**src/rtl/ssram_regfile.sv**
```systemverilog
// ssram_regfile: parametrised synchronous register bank on a req/ack point-to-point bus.
//
// Each register supports per-access write, set, clear and toggle operations.
// Per-bit hardware set inputs capture status flags.
// A per-register write strobe tells downstream logic that the bus wrote that register.
//
// Optional feature: define REGFILE_LOCK_EN to add a write-lock register at index DEPTH.
// This requires DEPTH < 2**AW. Writes to the data registers are accepted only while
// the lock is open. The lock opens after the key sequence 8'hA5, 8'h5A is written to
// the lock register (op 00) on consecutive transactions.
//
// Ports:
//   clk       rising-edge clock
//   rst       asynchronous active-low reset
//   req       one bus transaction per cycle high
//   we        1 = write, 0 = read (sampled with req)
//   addr      [AW-1:0] register index, [AW+1:AW] write op (00 wr, 01 set, 10 clr, 11 tgl)
//   wdata     write data or bit mask
//   ack       completion pulse, one cycle after req
//   rdata     read data, valid with ack, held otherwise
//   hw_set    per-bit hardware set, register i at [i*WIDTH +: WIDTH]
//   q         register contents, same packing as hw_set
//   wr_pulse  per-register pulse in the ack cycle of a bus write
module ssram_regfile #(
  parameter int unsigned      WIDTH       = 16,
  parameter int unsigned      DEPTH       = 16,
  parameter int unsigned      AW          = 4,
  parameter logic [WIDTH-1:0] RESET_VALUE = '0
) (
  input  logic                   clk,
  input  logic                   rst,
  input  logic                   req,
  input  logic                   we,
  input  logic [AW+1:0]          addr,
  input  logic [WIDTH-1:0]       wdata,
  output logic                   ack,
  output logic [WIDTH-1:0]       rdata,
  input  logic [DEPTH*WIDTH-1:0] hw_set,
  output logic [DEPTH*WIDTH-1:0] q,
  output logic [DEPTH-1:0]       wr_pulse
);

  localparam int unsigned OPW = 2;

  localparam logic [OPW-1:0] OP_WRITE = 2'b00;
  localparam logic [OPW-1:0] OP_SET   = 2'b01;
  localparam logic [OPW-1:0] OP_CLR   = 2'b10;
  localparam logic [OPW-1:0] OP_TGL   = 2'b11;

  logic [AW-1:0]          idx;
  logic [OPW-1:0]         op;
  logic                   wr_en_c;
  logic [WIDTH-1:0]       rd_word_c;
  logic [WIDTH-1:0]       cur_word_c;
  logic [WIDTH-1:0]       bus_word_c;
  logic [DEPTH*WIDTH-1:0] q_next_c;
  logic [DEPTH-1:0]       wr_hit_c;

  assign idx = addr[AW-1:0];
  assign op  = addr[AW+1:AW];

`ifdef REGFILE_LOCK_EN
  typedef enum logic [1:0] {
    LOCKED   = 2'd0,
    KEY1     = 2'd1,
    UNLOCKED = 2'd2
  } lock_state_e;

  lock_state_e      lock_state;
  lock_state_e      lock_next_c;
  logic             lock_hit_c;
  logic             lock_key_wr_c;
  logic [WIDTH-1:0] lock_word_c;

  assign lock_hit_c    = (idx == AW'(DEPTH));
  // Only plain writes (op 00) to the lock register count as key writes.
  assign lock_key_wr_c = req && we && lock_hit_c && (op == OP_WRITE);
  assign lock_word_c   = {{(WIDTH-2){1'b0}}, (lock_state == KEY1), (lock_state == UNLOCKED)};
  assign wr_en_c       = (lock_state == UNLOCKED);

  // Lock state register
  always_ff @(posedge clk or negedge rst) begin
    if (!rst) begin
      lock_state <= LOCKED;
    end else begin
      lock_state <= lock_next_c;
    end
  end

  // Lock next-state: KEY1 judges the very next transaction, whatever its target
  always_comb begin
    lock_next_c = lock_state;
    case (lock_state)
      LOCKED: begin
        if (lock_key_wr_c && (wdata[7:0] == 8'hA5)) begin
          lock_next_c = KEY1;
        end
      end
      KEY1: begin
        if (req) begin
          lock_next_c = (lock_key_wr_c && (wdata[7:0] == 8'h5A)) ? UNLOCKED : LOCKED;
        end
      end
      UNLOCKED: begin
        if (req && we && lock_hit_c) begin
          lock_next_c = LOCKED;
        end
      end
      default: lock_next_c = LOCKED;
    endcase
  end
`else
  assign wr_en_c = 1'b1;
`endif

  // Per-register bus result merged with hardware set; read mux (out-of-range reads return 0)
  always_comb begin
    wr_hit_c   = '0;
    rd_word_c  = '0;
    q_next_c   = '0;
    cur_word_c = '0;
    bus_word_c = '0;
    for (int unsigned i = 0; i < DEPTH; i++) begin
      cur_word_c = q[i*WIDTH +: WIDTH];
      bus_word_c = cur_word_c;
      if (idx == AW'(i)) begin
        rd_word_c = cur_word_c;
        if (req && we && wr_en_c) begin
          wr_hit_c[i] = 1'b1;
          case (op)
            OP_WRITE: bus_word_c = wdata;
            OP_SET:   bus_word_c = cur_word_c | wdata;
            OP_CLR:   bus_word_c = cur_word_c & ~wdata;
            OP_TGL:   bus_word_c = cur_word_c ^ wdata;
            default:  bus_word_c = cur_word_c;
          endcase
        end
      end
      // hw_set is applied last, so it wins over a same-cycle clear or write.
      q_next_c[i*WIDTH +: WIDTH] = bus_word_c | hw_set[i*WIDTH +: WIDTH];
    end
`ifdef REGFILE_LOCK_EN
    if (lock_hit_c) begin
      rd_word_c = lock_word_c;
    end
`endif
  end

  // Registers, handshake and strobes; rdata only moves on a read
  always_ff @(posedge clk or negedge rst) begin
    if (!rst) begin
      q        <= {DEPTH{RESET_VALUE}};
      ack      <= 1'b0;
      rdata    <= '0;
      wr_pulse <= '0;
    end else begin
      q        <= q_next_c;
      ack      <= req;
      wr_pulse <= wr_hit_c;
      if (req && !we) begin
        rdata <= rd_word_c;
      end
    end
  end

endmodule

```
**config.mk**
```make
export PLATFORM = sky130hd
export DESIGN_NAME = ssram_regfile
export DESIGN_NICKNAME = d
export VERILOG_FILES = /design/src/rtl/ssram_regfile.sv
export SDC_FILE = /design/constraint.sdc
export NUM_CORES = 1
export LEC_CHECK = 0
export ABC_CLOCK_PERIOD_IN_PS = 3100
export BUFFER_PORTS_ARGS = -buffer_cell sky130_fd_sc_hd__buf_2
export CORE_MARGIN = 8
export CORE_UTILIZATION = 55
export CTS_CLUSTER_SIZE = 25
export DETAILED_ROUTE_END_ITERATION = 7
export PLACE_DENSITY_LB_ADDON = 0.12
export SLEW_MARGIN = 5
export SYNTH_ARGS = -nofsm -noshare
export SYNTH_HDL_FRONTEND = slang
export SYNTH_SLANG_ARGS = --single-unit
export TNS_END_PERCENT = 30
```
**constraint.sdc**
```tcl
create_clock -name clk -period 3.1 [get_ports clk]
set_input_delay 0 -clock clk [delete_from_list [all_inputs] [get_ports clk]]
set_output_delay 0 -clock clk [all_outputs]
set_load 0.01 [all_outputs]
```
==> reports/results.txt, run 1 <==
Met2 Resource Use GR -> 0.656
Largest net degree at the start of global routing -> 157
Wire length per cell -> 27.5 um
CTS clk-pin slew, worst paths -> 0.06 ns
Worst Setup End Kind -> flop
Slew @ Worst Pin -> 1.46 ns
Fin Hold WS -> 0.0613 ns
Filler cell count -> 3913
Die height -> 241 um
Clock tree buffer depth -> 3
Layout area overhead -> 26.5%
Drt total wl -> 130000 um
Synthesized net count -> 4104
Leak -> 17.3 nW
Drt drc -> 0
# nets final -> 4801
Syn Inst Count -> 3310
CTS Root Cell -> clkbuf_16
GPL Wtd Cong -> 1.02
Max Freq -> 504 MHz
WP data required -> 3.53 ns
Hold WC Path Type -> in -> reg
Crit-path slowest cell -> a211oi_1
Status -> finished clean
Worst-path maximum fanout -> 14
GRT busiest layer -> met2
Slew Limit Fails -> 0
Setup bufs post-CTS -> 0
HPWL Detailed -> 91100 um
Max-slew headroom -> 0.0220
Area of the mapped netlist -> 0.0278 mm^2
Clock Sinks -> 289
Sequential element share of the synthesized area -> 0.260
Top FF cell, synth -> dfrtp_1
Syn Area/Cell -> 8.40 um^2
Worst vdd ir -> 0.366 mV
R2r setup slk -> 1.29 ns
Setup_tns -> 0 ns
CP max stage delay -> 0.61 ns
Worst Path Arrival -> 2.42 ns
Buffers added on ports -> 570
CP Buf/Inv Count -> 2
Critical path, cell by cell -> dlygate4sd3_1 -> buf_2 -> nand4_1 -> nand2b_1 -> a211oi_1 -> o21bai_1
Number of max-cap violations -> 0
Clock Latency Late Sink -> 0.58 ns
Yosys warnings -> 0
Initial antenna violation count -> 9
TritonCTS clock tree -> done
First-pass GRT wire length -> 187000 um
Initial DRT Pass Iterations -> 8
Tot GR Track Use -> 0.429
CTS resizes -> 0
Gr ovfl total -> 0
Initial drt markers -> 4012
H-tree depth -> 2
Startpoint Class -> input pin
RSZ-0062 raised after global routing -> false
Starting density of the core -> 0.556
Vias in the first global route -> 29.3k
Critical path type -> in -> reg
Share of layout cells above drive strength 1 -> 0.189
Via density -> 6.44
Grt met3 use -> 0.0964
Final period utilization -> 0.640
Hold_buf cts -> 258
IO Count -> 571
Min Tclk post-route -> 1.99 ns
CP delay by family, top -> simple AND/OR/NAND/NOR gates
ANT nets after route -> 0
Number of enable flip-flop cells after synthesis -> 0
FP Rows -> 82
Placed cell area -> 0.0313 mm^2
Via count -> 30.4k
Clock Skews -> 0.00944 ns
Share of flip-flops with an asynchronous set or reset -> 1.00
Die ar. -> 0.0580 mm^2
Core area -> 0.0501 mm^2
TritonCTS buffer count -> 40
Final Cell Area -> 0.0352 mm^2
Finish-stage setup viols -> 0
Yosys cell types -> 65
Die W -> 241 um
Flops & latches, synth -> 289
Final hold vios -> 0
GR Util met1 -> 0.527
PwrDens -> 327 mW/mm^2
metrics by stage:
stage / total power [mW] / setup slack, ns / util / instances
6_report: 11.5 / 1.11 / 0.703 / 4715
5_1_grt: 11.9 / 1.09 / 0.703 / 4712
4_1_cts: 11.4 / 1.23 / 0.703 / 4708
3_5_place_dp: 6.44 / 0.853 / 0.625 / 4379
3_3_place_gp: 6.35 / 0.890 / 0.625 / 4379
2_1_floorplan: 5.39 / 1.56 / - / 3310
Yosys cell counts, types with 8 or more instances:
master | n | area (um^2)
a21oi_1 | 397 | 1990
mux2i_1 | 34 | 340
o21bai_1 | 8 | 60.1
o2111ai_1 | 9 | 78.8
a32oi_1 | 9 | 78.8
a2111o_1 | 9 | 101
nand2_1 | 125 | 469
o21ai_0 | 70 | 350
a2bb2oi_1 | 9 | 78.8
o221ai_1 | 10 | 87.6
or3_1 | 10 | 62.6
nor2b_1 | 85 | 532
ha_1 | 512 | 6410
a211oi_2 | 9 | 113
nand2b_1 | 18 | 113
clkbuf_1 | 141 | 529
buf_2 | 98 | 490
buf_4 | 15 | 113
o22ai_1 | 21 | 131
a211oi_1 | 298 | 2240
dfrtp_1 | 289 | 7230
nor2_1 | 375 | 1410
mux4_2 | 12 | 270
o21a_1 | 10 | 75.1
o211ai_1 | 47 | 353
nor3_1 | 55 | 275
o2bb2ai_1 | 14 | 123
a211o_1 | 201 | 1760
inv_1 | 327 | 1230
nor3b_1 | 19 | 143
sequential cells by signal, indices dropped and copies added, names as in the netlist:
signal / flops
wr_pulse: 16
ack: 1
rdata: 16
q: 256
where the power goes:
part | internal, mW | switching (mW)
combinational | 1.07 | 1.70
sequential | 3.85 | 0.121
clock | 2.81 | 1.97
cell type report:
cell class                 count  area, um^2  area share
multi-input combinational   2429       18200       0.517
sequential                   289        7230       0.205
timing repair buffer         919        6380       0.181
inverter                     328        1230      0.0350
clock buffer                  62        1190      0.0339
tap                          672         841      0.0239
clock inverter                 9        97.6     0.00277
antenna                        7        17.5    0.000498
logic make-up after synthesis:
logic type      synth area share
compound gates             0.284
simple gates               0.116
buf+inv                   0.0874
fa+ha+maj                  0.230
flops                      0.260
mux                       0.0219
path summary, 6_finish.rpt:
| path | start | end | cells after the start |
|---|---|---|---|
| setup / recovery | req | q[113]$_DFF_PN0_ | 6 |
| hold / removal | wdata[4] | q[68]$_DFF_PN0_ | 5 |
| setup reg to reg | q[113]$_DFF_PN0_ | q[113]$_DFF_PN0_ | 6 |
| hold reg to reg | q[168]$_DFF_PN0_ | q[168]$_DFF_PN0_ | 1 |
| max in group asynchronous | rst | q[209]$_DFF_PN0_ | 3 |
| min in group asynchronous | rst | wr_pulse[8]$_DFF_PN0_ | 2 |
cell usage in the layout (no fill, tap or decap), types with 7 or more instances in the layout:
master | netlist | final
nor2b_1 | 85 | 79
or3_1 | 10 | 10
o21ai_0 | 70 | 70
a211oi_1 | 298 | 298
mux4_2 | 12 | 12
clkbuf_16 | 0 | 41
nand2b_1 | 18 | 18
o2111ai_1 | 9 | 9
buf_2 | 98 | 565
o2bb2ai_1 | 14 | 14
ha_1 | 512 | 512
nand2_1 | 125 | 125
buf_4 | 15 | 75
a2111o_1 | 9 | 9
nor3_1 | 55 | 55
a21oi_1 | 397 | 397
a2bb2oi_1 | 9 | 9
diode_2 | 0 | 7
clkbuf_8 | 0 | 9
o221ai_1 | 10 | 10
inv_1 | 327 | 327
clkbuf_1 | 141 | 12
nor2_1 | 375 | 372
a211oi_2 | 9 | 9
dlygate4sd3_1 | 0 | 258
nor3b_1 | 19 | 19
o211ai_1 | 47 | 47
o21a_1 | 10 | 10
dfrtp_1 | 289 | 289
a211o_1 | 201 | 201
a32oi_1 | 9 | 9
mux2i_1 | 34 | 34
o21bai_1 | 8 | 8
o22ai_1 | 21 | 21
buf_12 | 0 | 18
worst min-delay path, cell delays in order:
cell and delay (ns):
buf_2 0.10, nor2_1 0.09, nor3_1 0.17, a21oi_1 0.07, o211ai_1 0.15
metal layers:
metal | vias up | part of all wire
met4 | 8 | 0.090
li1 | 13203 | -
met5 | - | 0.00034
met3 | 558 | 0.10
met1 | 14584 | 0.37
met2 | 2024 | 0.44
No activity file was read; power rests on OpenSTA's default activity.
==> run 2: changes to the inputs <==
--- a/config.mk
+++ b/config.mk
@@ -5,10 +5,11 @@
 export SDC_FILE = /design/constraint.sdc
 export NUM_CORES = 1
 export LEC_CHECK = 0
-export ABC_CLOCK_PERIOD_IN_PS = 3100
+export ABC_AREA = 1
+export ABC_CLOCK_PERIOD_IN_PS = 1700
 export BUFFER_PORTS_ARGS = -buffer_cell sky130_fd_sc_hd__buf_2
 export CORE_MARGIN = 8
-export CORE_UTILIZATION = 55
+export CORE_UTILIZATION = 51
 export CTS_CLUSTER_SIZE = 25
 export DETAILED_ROUTE_END_ITERATION = 7
 export PLACE_DENSITY_LB_ADDON = 0.12
==> constraint.sdc (replaced) <==
create_clock -name clk -period 1.7 [get_ports clk]
set_input_delay 0 -clock clk [delete_from_list [all_inputs] [get_ports clk]]
set_output_delay 0 -clock clk [all_outputs]
set_load 0.01 [all_outputs]
==> run 2 against run 1 <==
  * The flow now finishes with violations (negative setup slack)
  * Sequential cell count unchanged
  * Clock power up 71%
  * Synthesized cell count up 5.4%
  * Synthesized area down 8.1%
  * Via count up 0.22%
  * Critical endpoint is now rdata[6]$_DFFE_PN0P_
==> reports/results.txt, run 2 <==
Starting density of the core -> 0.513 (-0.0430)
HPWL Detailed -> 96700 um (+6.2%)
Final Cell Area -> 0.0356 mm^2 (+1.0%)
Worst Setup End Kind -> flop
Final period utilization -> 1.01
Via count -> 30.4k (+0.22%)
Max Freq -> 584 MHz
Vias in the first global route -> 28.5k (-2.8%)
Drt drc -> 0 (unchanged)
TritonCTS clock tree -> done
Final Core Density -> 0.713 (+0.0100)
Top post-synthesis cells by area -> dfrtp_1, ha_1, nand2_1, inv_1, nand4_1
TritonCTS buffer count -> 38 (-5.0%)
Syn Area/Cell -> 7.32 um^2 (-13%)
Worst Path Arrival -> 2.17 ns (-0.25 ns)
CTS Root Cell -> clkbuf_16
Via density -> 5.89 (-8.5%)
Largest Register -> q
PwrDens -> 575 mW/mm^2 (+76%)
Fin Hold WS -> 0.0498 ns (-0.0115 ns)
Crit path depth -> 10 (+4)
Yosys warnings -> 0 (unchanged)
CP delay by family, top -> simple AND/OR/NAND/NOR gates
Min Tclk post-route -> 1.71 ns
Most common cell after layout, fill and taps aside -> nand2_1
CP Buf/Inv Count -> 0 (-2)
Drt total wl -> 130000 um (+0.30%)
Max reg flops -> 256 (unchanged)
Slew Limit Fails -> 0 (unchanged)
ANT nets after route -> 0 (unchanged)
Area occupied by multi-input gates -> 0.0157 mm^2 (-14%)
Commonest cells after routing, fill and taps aside -> nand2_1, buf_2, ha_1, inv_1, a21oi_1
Worst-path maximum fanout -> 4 (-10)
Sequential element share of the synthesized area -> 0.283 (+0.0230)
Core area -> 0.0499 mm^2 (-0.41%)
CP most frequent cell -> nand4_1
Largest net degree at the start of global routing -> 57 (-64%)
RSZ-0062 raised after global routing -> true
Number of max-cap violations -> 0 (unchanged)
Die height -> 240 um (-0.43%)
Share of flip-flops with an asynchronous set or reset -> 1.00 (unchanged)
Yosys top cell area share -> 0.283 (+0.0230)
Die W -> 240 um (-0.43%)
Die ar. -> 0.0575 mm^2 (-0.85%)
Worst vdd ir -> 0.528 mV (+44%)
Critical path, cell by cell -> nand3_1 -> nand3_1 -> nor2_2 -> nand4_1 -> nor2_1 -> nand4_1 -> nor2_1 -> nand4_1 -> nand2_1 -> nand2_1
Setup_tns -> -0.0162 ns (-0.0162 ns)
Cell count after placement -> 4830 (+10%)
Critical path type -> reg -> reg
Final hold vios -> 0 (unchanged)
Placed cell area -> 0.0316 mm^2 (+0.86%)
CP max stage delay -> 0.44 ns (-0.17 ns)
Post-synth top cells -> nand2_1, inv_1, ha_1
Clock tree buffer depth -> 3 (unchanged)
Tot GR Track Use -> 0.437 (+0.00773)
Area of the mapped netlist -> 0.0256 mm^2 (-8.1%)
Failing checks -> negative setup slack
Finish-stage setup viols -> 2 (+2)
Clock Skews -> 0.0130 ns (+0.00352 ns)
Layout area overhead -> 39.1%
Gr ovfl total -> 0 (unchanged)
Initial drt markers -> 3755 (-6.4%)
Leak -> 18.2 nW (+5.5%)
H-tree depth -> 2 (unchanged)
Wire length per cell -> 25.2 um (-8.5%)
Top FF cell, synth -> dfrtp_1
Share of layout cells above drive strength 1 -> 0.221 (+0.0329)
Flops & latches, synth -> 289 (unchanged)
# nets final -> 5258 (+9.5%)
First-pass GRT wire length -> 188000 um (+0.39%)
Startpoint Class -> flop
Initial antenna violation count -> 6 (-3)
Crit-path slowest cell -> dfrtp_1
R2R cell count -> 10 (+4)
Slew @ Worst Pin -> 0.768 ns (-0.693 ns)
Clock Sinks -> 289 (unchanged)
Syn Inst Count -> 3490 (+5.4%)
Max-slew headroom -> 0.488 (+0.466)
Hold path depth -> 6 (+1)
Pre-CTS setup slack -> -0.130 ns (-0.983 ns)
Largest regs -> q: 256 flops, rdata: 16 flops, wr_pulse: 16 flops
WP data required -> 2.16 ns (-1.37 ns)
FP Rows -> 82 (unchanged)
Worst Setup Slack, final -> -0.0123 ns (-1.13 ns)
Status -> complete, but fails checks
Top cell type by total area after synthesis -> dfrtp_1
Clock Latency Late Sink -> 0.57 ns (about the same)
IO Count -> 571 (unchanged)
Initial DRT Pass Iterations -> 6 (-2)
Storage cell area -> 0.00725 mm^2 (+0.22%)
Hold WC Path Type -> in -> reg
Yosys cell types -> 22 (-66%)
Final Non-Filler Cells -> 5166 (+9.6%)
Filler cell count -> 3995 (+2.1%)
CTS clk-pin slew, worst paths -> 0.06 ns (about the same)
GPL Wtd Cong -> 1.02 (+0.16%)
Top-count cell post-synth -> nand2_1
Synthesized net count -> 4284 (+4.4%)
Pwr Total -> 20.4 mW (+77%)
Buffers added on ports -> 570 (unchanged)
Number of enable flip-flop cells after synthesis -> 0 (unchanged)
run 2: routing by layer:
metal / track usage / wire length (um)
met1: 0.552 / 47900
met2: 0.672 / 56100
met3: 0.101 / 16100
met4: 0.272 / 10100
met5: 0 / 34
run 2: where the power goes:
part | internal, mW | leakage, nW | total (mW) | switching [mW]
combinational | 2.06 | 14.9 | 5.00 | 2.94
sequential | 7.03 | 2.69 | 7.25 | 0.226
clock | 4.77 | 0.599 | 8.18 | 3.41
run 2: worst reg2reg max path, stage by stage, from the launching register on:
cell and delay [ns]:
dfrtp_1 0.44, nand3_1 0.12, nand3_1 0.13, nor2_2 0.17
nand4_1 0.14, nor2_1 0.14, nand4_1 0.14, nor2_1 0.11
nand4_1 0.11, nand2_1 0.08, nand2_1 0.05
run 2: logic make-up (layout without fill, tap and decap cells):
family,Yosys count,after routing,synth area share
other,0,5,0
AOI/OAI and AO/OA,632,632,0.129
buffers and inverters,707,1706,0.108
adders and majority gates,512,512,0.251
and+or+nand+nor,1350,1350,0.230
DFF,289,289,0.283
run 2: cell type report:
class                   instances  area share
clock inverters                 4    0.000563
diodes                          5    0.000352
clock buffers                  61      0.0335
inverters                     528      0.0562
well taps                     672      0.0236
multi-input cells            2494       0.441
repair buffers               1113       0.241
flip-flops and latches        289       0.204
run 2: final timing paths:
check,startpoint,endpoint,slack [ns]
max,q[6]$_DFF_PN0_,rdata[6]$_DFFE_PN0P_,-0.01
min,wdata[15],q[63]$_DFF_PN0_,0.05
max reg2reg,q[6]$_DFF_PN0_,rdata[6]$_DFFE_PN0P_,-0.01
min reg2reg,rdata[8]$_DFFE_PN0P_,rdata[8]$_DFFE_PN0P_,0.52
max in group asynchronous,rst,wr_pulse[11]$_DFF_PN0_,0.52
min in group asynchronous,rst,q[35]$_DFF_PN0_,0.52
run 2: timing repair:
action	in CTS	in global routing
setup endpoints to repair	0	15
buffers inserted	0	5
hold buffers	261	0
endpoints found under the hold margin	546	0
gates resized for setup	0	40
